--- config.mk ---
export PLATFORM = sky130hd
export DESIGN_NAME = debug_unit
export DESIGN_NICKNAME = d
export VERILOG_FILES = /design/src/rtl/dbu_pkg.sv /design/src/rtl/debug_unit_btn_pulse.sv /design/src/rtl/debug_unit.sv
export SDC_FILE = /design/constraint.sdc
export NUM_CORES = 1
export LEC_CHECK = 0
export ABC_AREA = 1
export ABC_CLOCK_PERIOD_IN_PS = 8000
export BUFFER_PORTS_ARGS = -buffer_cell sky130_fd_sc_hd__buf_2
export CORE_ASPECT_RATIO = 0.8
export CORE_MARGIN = 8
export CORE_UTILIZATION = 55
export DETAILED_ROUTE_END_ITERATION = 7
export PLACE_DENSITY = 0.86
export SLEW_MARGIN = 20
export SYNTH_ARGS = -nofsm -noshare
export SYNTH_HDL_FRONTEND = slang
export SYNTH_SLANG_ARGS = --single-unit
--- constraint.sdc ---
create_clock -name clk -period 8 [get_ports clk]
set_clock_uncertainty 0.2 [all_clocks]
set_input_delay 1.6 -clock clk [delete_from_list [all_inputs] [get_ports clk]]
set_output_delay 1.6 -clock clk [all_outputs]
set_load 0.01 [all_outputs]
--- src/rtl/dbu_pkg.sv ---
// Shared constants for the debug/stepping controller: address stride,
// probe-view encoding and the address wrap-mask helper.
package dbu_pkg;

    // Byte stride between consecutive probed words.
    localparam int ADDR_STEP = 4;

    // sel value that selects the memory/register probe view.
    localparam logic [2:0] VIEW_PROBE = 3'b000;

    // Wrap mask for a probe space of 'words' words: keeps the in-range byte
    // address bits and forces the two byte-offset bits to zero, so a masked
    // add/subtract wraps modulo words*ADDR_STEP and stays word aligned.
    function automatic logic [31:0] wrap_mask(input int words);
        logic [31:0] span;
        span = 32'(words * ADDR_STEP);
        return (span - 32'd1) & ~32'(ADDR_STEP - 1);
    endfunction

endpackage

--- src/rtl/debug_unit_btn_pulse.sv ---
// Push-button conditioner: 2-flop synchronizer, debounce counter that accepts
// a new level after DEB_CYCLES consecutive differing samples, and a one-cycle
// pulse on each accepted 0->1 transition.
module btn_pulse #(
    parameter int DEB_CYCLES = 1_000_000
) (
    input  logic clk,
    input  logic rst,
    input  logic btn,
    output logic pulse
);

    localparam int CW = (DEB_CYCLES > 1) ? $clog2(DEB_CYCLES) : 1;
    localparam logic [CW-1:0] CNT_LAST = CW'(DEB_CYCLES - 1);

    logic [1:0]    sync;
    logic          level;
    logic [CW-1:0] cnt;

    // Bring the asynchronous button into the clock domain; sync[1] is safe to use.
    // NOTE: rst sits in the sensitivity list so every flop clears immediately,
    // without waiting for a clock edge.
    always_ff @(posedge clk or posedge rst) begin
        if (rst) begin
            sync <= 2'b00;
        end else begin
            // NOTE: non-blocking assignments let every flop sample the old
            // value of its neighbour, which is what makes this a shift chain.
            sync <= {sync[0], btn};
        end
    end

    // Count consecutive samples that disagree with the accepted level; any
    // agreeing sample restarts the count, so short bounces are discarded.
    always_ff @(posedge clk or posedge rst) begin
        if (rst) begin
            level <= 1'b0;
            cnt   <= '0;
            pulse <= 1'b0;
        end else begin
            pulse <= 1'b0;
            if (sync[1] == level) begin
                cnt <= '0;
            end else if (cnt == CNT_LAST) begin
                level <= sync[1];
                cnt   <= '0;
                pulse <= sync[1];
            end else begin
                cnt <= cnt + 1'b1;
            end
        end
    end

endmodule

--- src/rtl/debug_unit.sv ---
// Debug/stepping controller around the pipelined CPU core: produces the run
// enable, status selectors and probe address from switches and buttons, and
// multiplexes CPU debug outputs onto the LED and 7-segment buses.
module debug_unit
    import dbu_pkg::*;
#(
    parameter int DEB_CYCLES = 1_000_000,
    parameter int MEM_WORDS  = 256,
    parameter int RF_WORDS   = 32
) (
    input  logic        clk,
    input  logic        rst,
    input  logic        succ,
    input  logic        step,
    input  logic [2:0]  sel,
    input  logic        m_rf,
    input  logic        inc,
    input  logic        dec,
    input  logic [31:0] status,
    input  logic [15:0] control_sign,
    input  logic [31:0] m_data,
    input  logic [31:0] r_data,
    output logic        run,
    output logic [2:0]  sel0,
    output logic [1:0]  sel1,
    output logic [31:0] m_rf_addr,
    output logic [15:0] led,
    output logic [31:0] disp
);

    localparam logic [31:0] MEM_MASK = wrap_mask(MEM_WORDS);
    localparam logic [31:0] RF_MASK  = wrap_mask(RF_WORDS);
    localparam logic [31:0] STEP     = 32'(ADDR_STEP);

    logic        step_p;
    logic        inc_p;
    logic        dec_p;
    logic        m_rf_q;
    logic        sel_change;
    logic        mrf_change;
    logic        probe_mode;
    logic        inc_only;
    logic        dec_only;
    logic [31:0] addr_mask;

    btn_pulse #(.DEB_CYCLES(DEB_CYCLES)) u_step (.clk(clk), .rst(rst), .btn(step), .pulse(step_p));
    btn_pulse #(.DEB_CYCLES(DEB_CYCLES)) u_inc  (.clk(clk), .rst(rst), .btn(inc),  .pulse(inc_p));
    btn_pulse #(.DEB_CYCLES(DEB_CYCLES)) u_dec  (.clk(clk), .rst(rst), .btn(dec),  .pulse(dec_p));

    // Decode view changes, active mode and net button direction for this cycle.
    always_comb begin
        // NOTE: every always_comb output gets a value on every path (here
        // unconditionally), so no latch can be inferred.
        sel_change = (sel != sel0);
        mrf_change = (m_rf != m_rf_q);
        probe_mode = (sel0 == VIEW_PROBE);
        inc_only   = inc_p & ~dec_p;
        dec_only   = dec_p & ~inc_p;
        addr_mask  = m_rf_q ? MEM_MASK : RF_MASK;
    end

    // Run enable: free-run while succ is high, otherwise one cycle per step.
    always_ff @(posedge clk or posedge rst) begin
        if (rst) run <= 1'b0;
        else     run <= succ | step_p;
    end

    // Registered view selectors; sel0 goes straight to the CPU.
    always_ff @(posedge clk or posedge rst) begin
        if (rst) begin
            sel0   <= 3'b000;
            m_rf_q <= 1'b0;
        end else begin
            sel0   <= sel;
            m_rf_q <= m_rf;
        end
    end

    // Sub-select counter; a view change clears it and swallows any pulse.
    always_ff @(posedge clk or posedge rst) begin
        if (rst) begin
            sel1 <= 2'b00;
        end else if (sel_change) begin
            sel1 <= 2'b00;
        end else if (!probe_mode && inc_only) begin
            sel1 <= sel1 + 2'd1;
        end else if (!probe_mode && dec_only) begin
            sel1 <= sel1 - 2'd1;
        end
    end

    // Probe address: word steps wrapped to the active space. A memory/register
    // switch clears it; a view change just drops a coincident pulse.
    always_ff @(posedge clk or posedge rst) begin
        if (rst) begin
            m_rf_addr <= '0;
        end else if (mrf_change) begin
            m_rf_addr <= '0;
        end else if (sel_change) begin
            m_rf_addr <= m_rf_addr;
        end else if (probe_mode && inc_only) begin
            m_rf_addr <= (m_rf_addr + STEP) & addr_mask;
        end else if (probe_mode && dec_only) begin
            m_rf_addr <= (m_rf_addr - STEP) & addr_mask;
        end
    end

    // Display and LED multiplexers driven from the registered selectors.
    always_comb begin
        if (probe_mode) begin
            disp = m_rf_q ? m_data : r_data;
            led  = {8'b0, m_rf_addr[9:2]};
        end else begin
            disp = status;
            led  = control_sign;
        end
    end

endmodule

==> reports/metrics.cfg <==
[die]
die_w_um=131
core_um2=10300
rows=33
chipHeight_um=108
start_util_pct=56.8
die_area_um2=14200
pin_count=208

[critical_path]
worstSetupPathType=primary input to output pin
rr_startpoint=sel0[0]
critical_path_required_ns=6.20
start_kind=primary input
cp-end-kind=output pin
cp.arrival_ns=2.25
crit_chain=buf_2 > inv_1 > nand2_1 > o21ai_0 > o21ai_0 > buf_2
cp_max_fo=1
r2r_end=m_rf_addr[7]
cp_slowest_cell=o21ai_0
startpoint=m_data[14]
r2r_cells=9
critPathCapture=disp[14]
rrSetupSlack_ns=5.58
critPathMaxStageDelay_ns=0.24

[synthesis]
yosysWarnings=0
postSynthCellCount=846
synth.distinct_cells=32
ys_ff_latch=87
synth_edf_count=0
synth_area_per_cell_um2=6.91
synthesis.area_um2=5840
synth_flop_cell=dfrtp_1
yosysSeqAreaShare_pct=37.3
synthArstFlopShare_pct=100

[clocking]
clk-insertion-delay-late_ns=0.34
post_cts_buffers=0
cts.clk_slew.worst_paths_ns=0.06
numCtsBuffers=9
postCtsHoldBufs=0
htree_levels=3
cts_tree=yes
cts_root_buf=clkbuf_16
cts_resized=0
cts.sinks=87
clock_path_buffers=2

[sta]
finalHoldViolCount=0
finalMaxSlewViolations=0
fmax_mhz=247
finalSetupViolations=0
setup-tns-final_ns=0
timing.final.crit_period_ns=4.05
max-slew-margin-rel_pct=37.3
finalCritPeriodShare_pct=50.6
grt_setup_unrepaired=no
worst_pin_slew_ns=0.941

[drt]
dr.pass1.iters=4
drt_iter0_drc=301
drt-total-wl_mm=16.4
vias_per_cell=4.88
wire_per_inst_um=14.0
vias=5709
detail-route-antenna-nets=0
drc=0

[global_route]
grt_pass1_wl_mm=26.3
grt_pass1_vias=5201
antenna_found_initial=2
grt_overflow=0
grt.total_usage_pct=22.4
grt_start_max_net_pins=72

[flow_run]
drv_cap=0

[power]
power_density_nw_per_um2=140
cellLeakagePower_nw=3.64
peakVddDrop_mv=0.139
p_total_w=0.000989

[hold_path]
hold_class=flop to flop

[layout]
area_delta_synth_final_pct=21.0
fillers=874
layout-drive-gt1-share_pct=24.1
final_util_pct=68.8
finalNonFillerCells=1171
nNetsFinal=1157

[place]
gp_congestion=0.959
dpl.hpwl_mm=12.9
io_buffers=183
place_inst=1154

[run_status]
status=finished clean

-- logic make-up (layout without fill, tap and decap cells) --
logic type | Yosys count | in the layout | synth area share (%)
xor+xnor | 39 | 39 | 5.97
simple gates | 462 | 462 | 34.8
other cells | 1 | 26 | 0.0642
flops | 87 | 87 | 37.3
fa+ha+maj | 10 | 10 | 2.27
compound gates | 93 | 93 | 7.99
buf+inv | 154 | 314 | 11.6
-- layout make-up --
class	instances	area, µm²	share of cell area, %
inverter	114	429	6.07
clock buffer	12	236	3.34
timing repair buffer	185	931	13.2
tap	140	175	2.48
multi-input combinational	628	3070	43.4
sequential	87	2180	30.8
antenna	2	5.00	0.0708
clock inverter	3	45.0	0.637
-- cell usage after synthesis (9+ instances only) --
library cell	count	area [µm²]
nor2_1	123	462
dfrtp_1	87	2180
o21ai_0	72	360
buf_2	10	50.1
a21oi_1	14	70.1
xor2_1	25	219
nor3_1	15	75.1
xnor2_1	13	114
ha_1	9	113
nand4_1	11	68.8
nand2_2	11	68.8
buf_4	24	180
nor2_2	15	93.8
nand2_1	228	856
inv_1	109	409
nand3_1	32	160
-- power breakdown --
group	total (W)	internal, W	switching [W]
Clock	0.000406	0.000241	0.000165
Combinational	0.000128	0.0000525	0.0000754
Sequential	0.000455	0.000446	0.00000895
-- worst min path at each step --
stage,startpoint,slack (ns),cells past startpoint,to
global route,u_step.sync[0],0.16,0,u_step.sync[1]
finish,u_step.sync[0],0.15,0,u_step.sync[1]
detailed placement,u_step.sync[0],0.14,0,u_step.sync[1]
global placement,u_step.sync[0],0.13,0,u_step.sync[1]
CTS,u_step.sync[0],0.15,0,u_step.sync[1]
floorplan,u_dec.sync[0],0.13,0,u_dec.sync[1]
-- stage by stage --
step	area, µm²	hold slack (ns)	setup slack [ns]
after floorplan	5930	0.131	3.95
after global placement	6790	0.134	3.93
after detailed placement	6790	0.138	3.92
after CTS	7070	0.152	3.92
after global routing	7070	0.159	3.88
final	7070	0.149	3.95
-- state kept, by name, summed over array words and instances, names as in the netlist --
register / count
sel1: 2
u_inc.pulse: 1
u_dec.level: 1
m_rf_q: 1
u_step.pulse: 1
u_step.level: 1
u_inc.cnt: 20
u_dec.cnt: 20
u_step.sync: 2
run: 1
u_dec.pulse: 1
m_rf_addr: 8
u_inc.sync: 2
u_inc.level: 1
sel0: 3
u_step.cnt: 20
u_dec.sync: 2
-- layout by cell type (no fill, tap or decap), types with 4 or more instances in the layout --
cell / netlist / layout
nand3_1: 32 / 32
conb_1: 1 / 24
nand2_2: 11 / 11
nor3_1: 15 / 15
xor2_1: 25 / 25
o21ai_1: 6 / 6
ha_1: 9 / 9
dfrtp_1: 87 / 86
nor3b_1: 4 / 4
nand2_1: 228 / 228
nand4_1: 11 / 11
inv_1: 109 / 108
nor2_2: 15 / 15
nor2_1: 123 / 123
nor2_4: 6 / 6
inv_2: 5 / 5
nand3_2: 5 / 5
a21oi_1: 14 / 14
clkbuf_16: 0 / 9
xnor2_1: 13 / 13
buf_2: 10 / 183
o21ai_0: 72 / 72
-- per-layer routing --
metal  share of wire, %  track usage [%]
met5                  0                0
met4               0.77             4.14
met3                6.4             5.28
met2                 50             38.6
met1                 43             28.6
-- critical path, delay by kind of cell --
family,cells,cell delay [ns]
compound gates,2,0.33
buf+inv,3,0.27
simple gates,1,0.04
(Power assumes the default switching activity.)
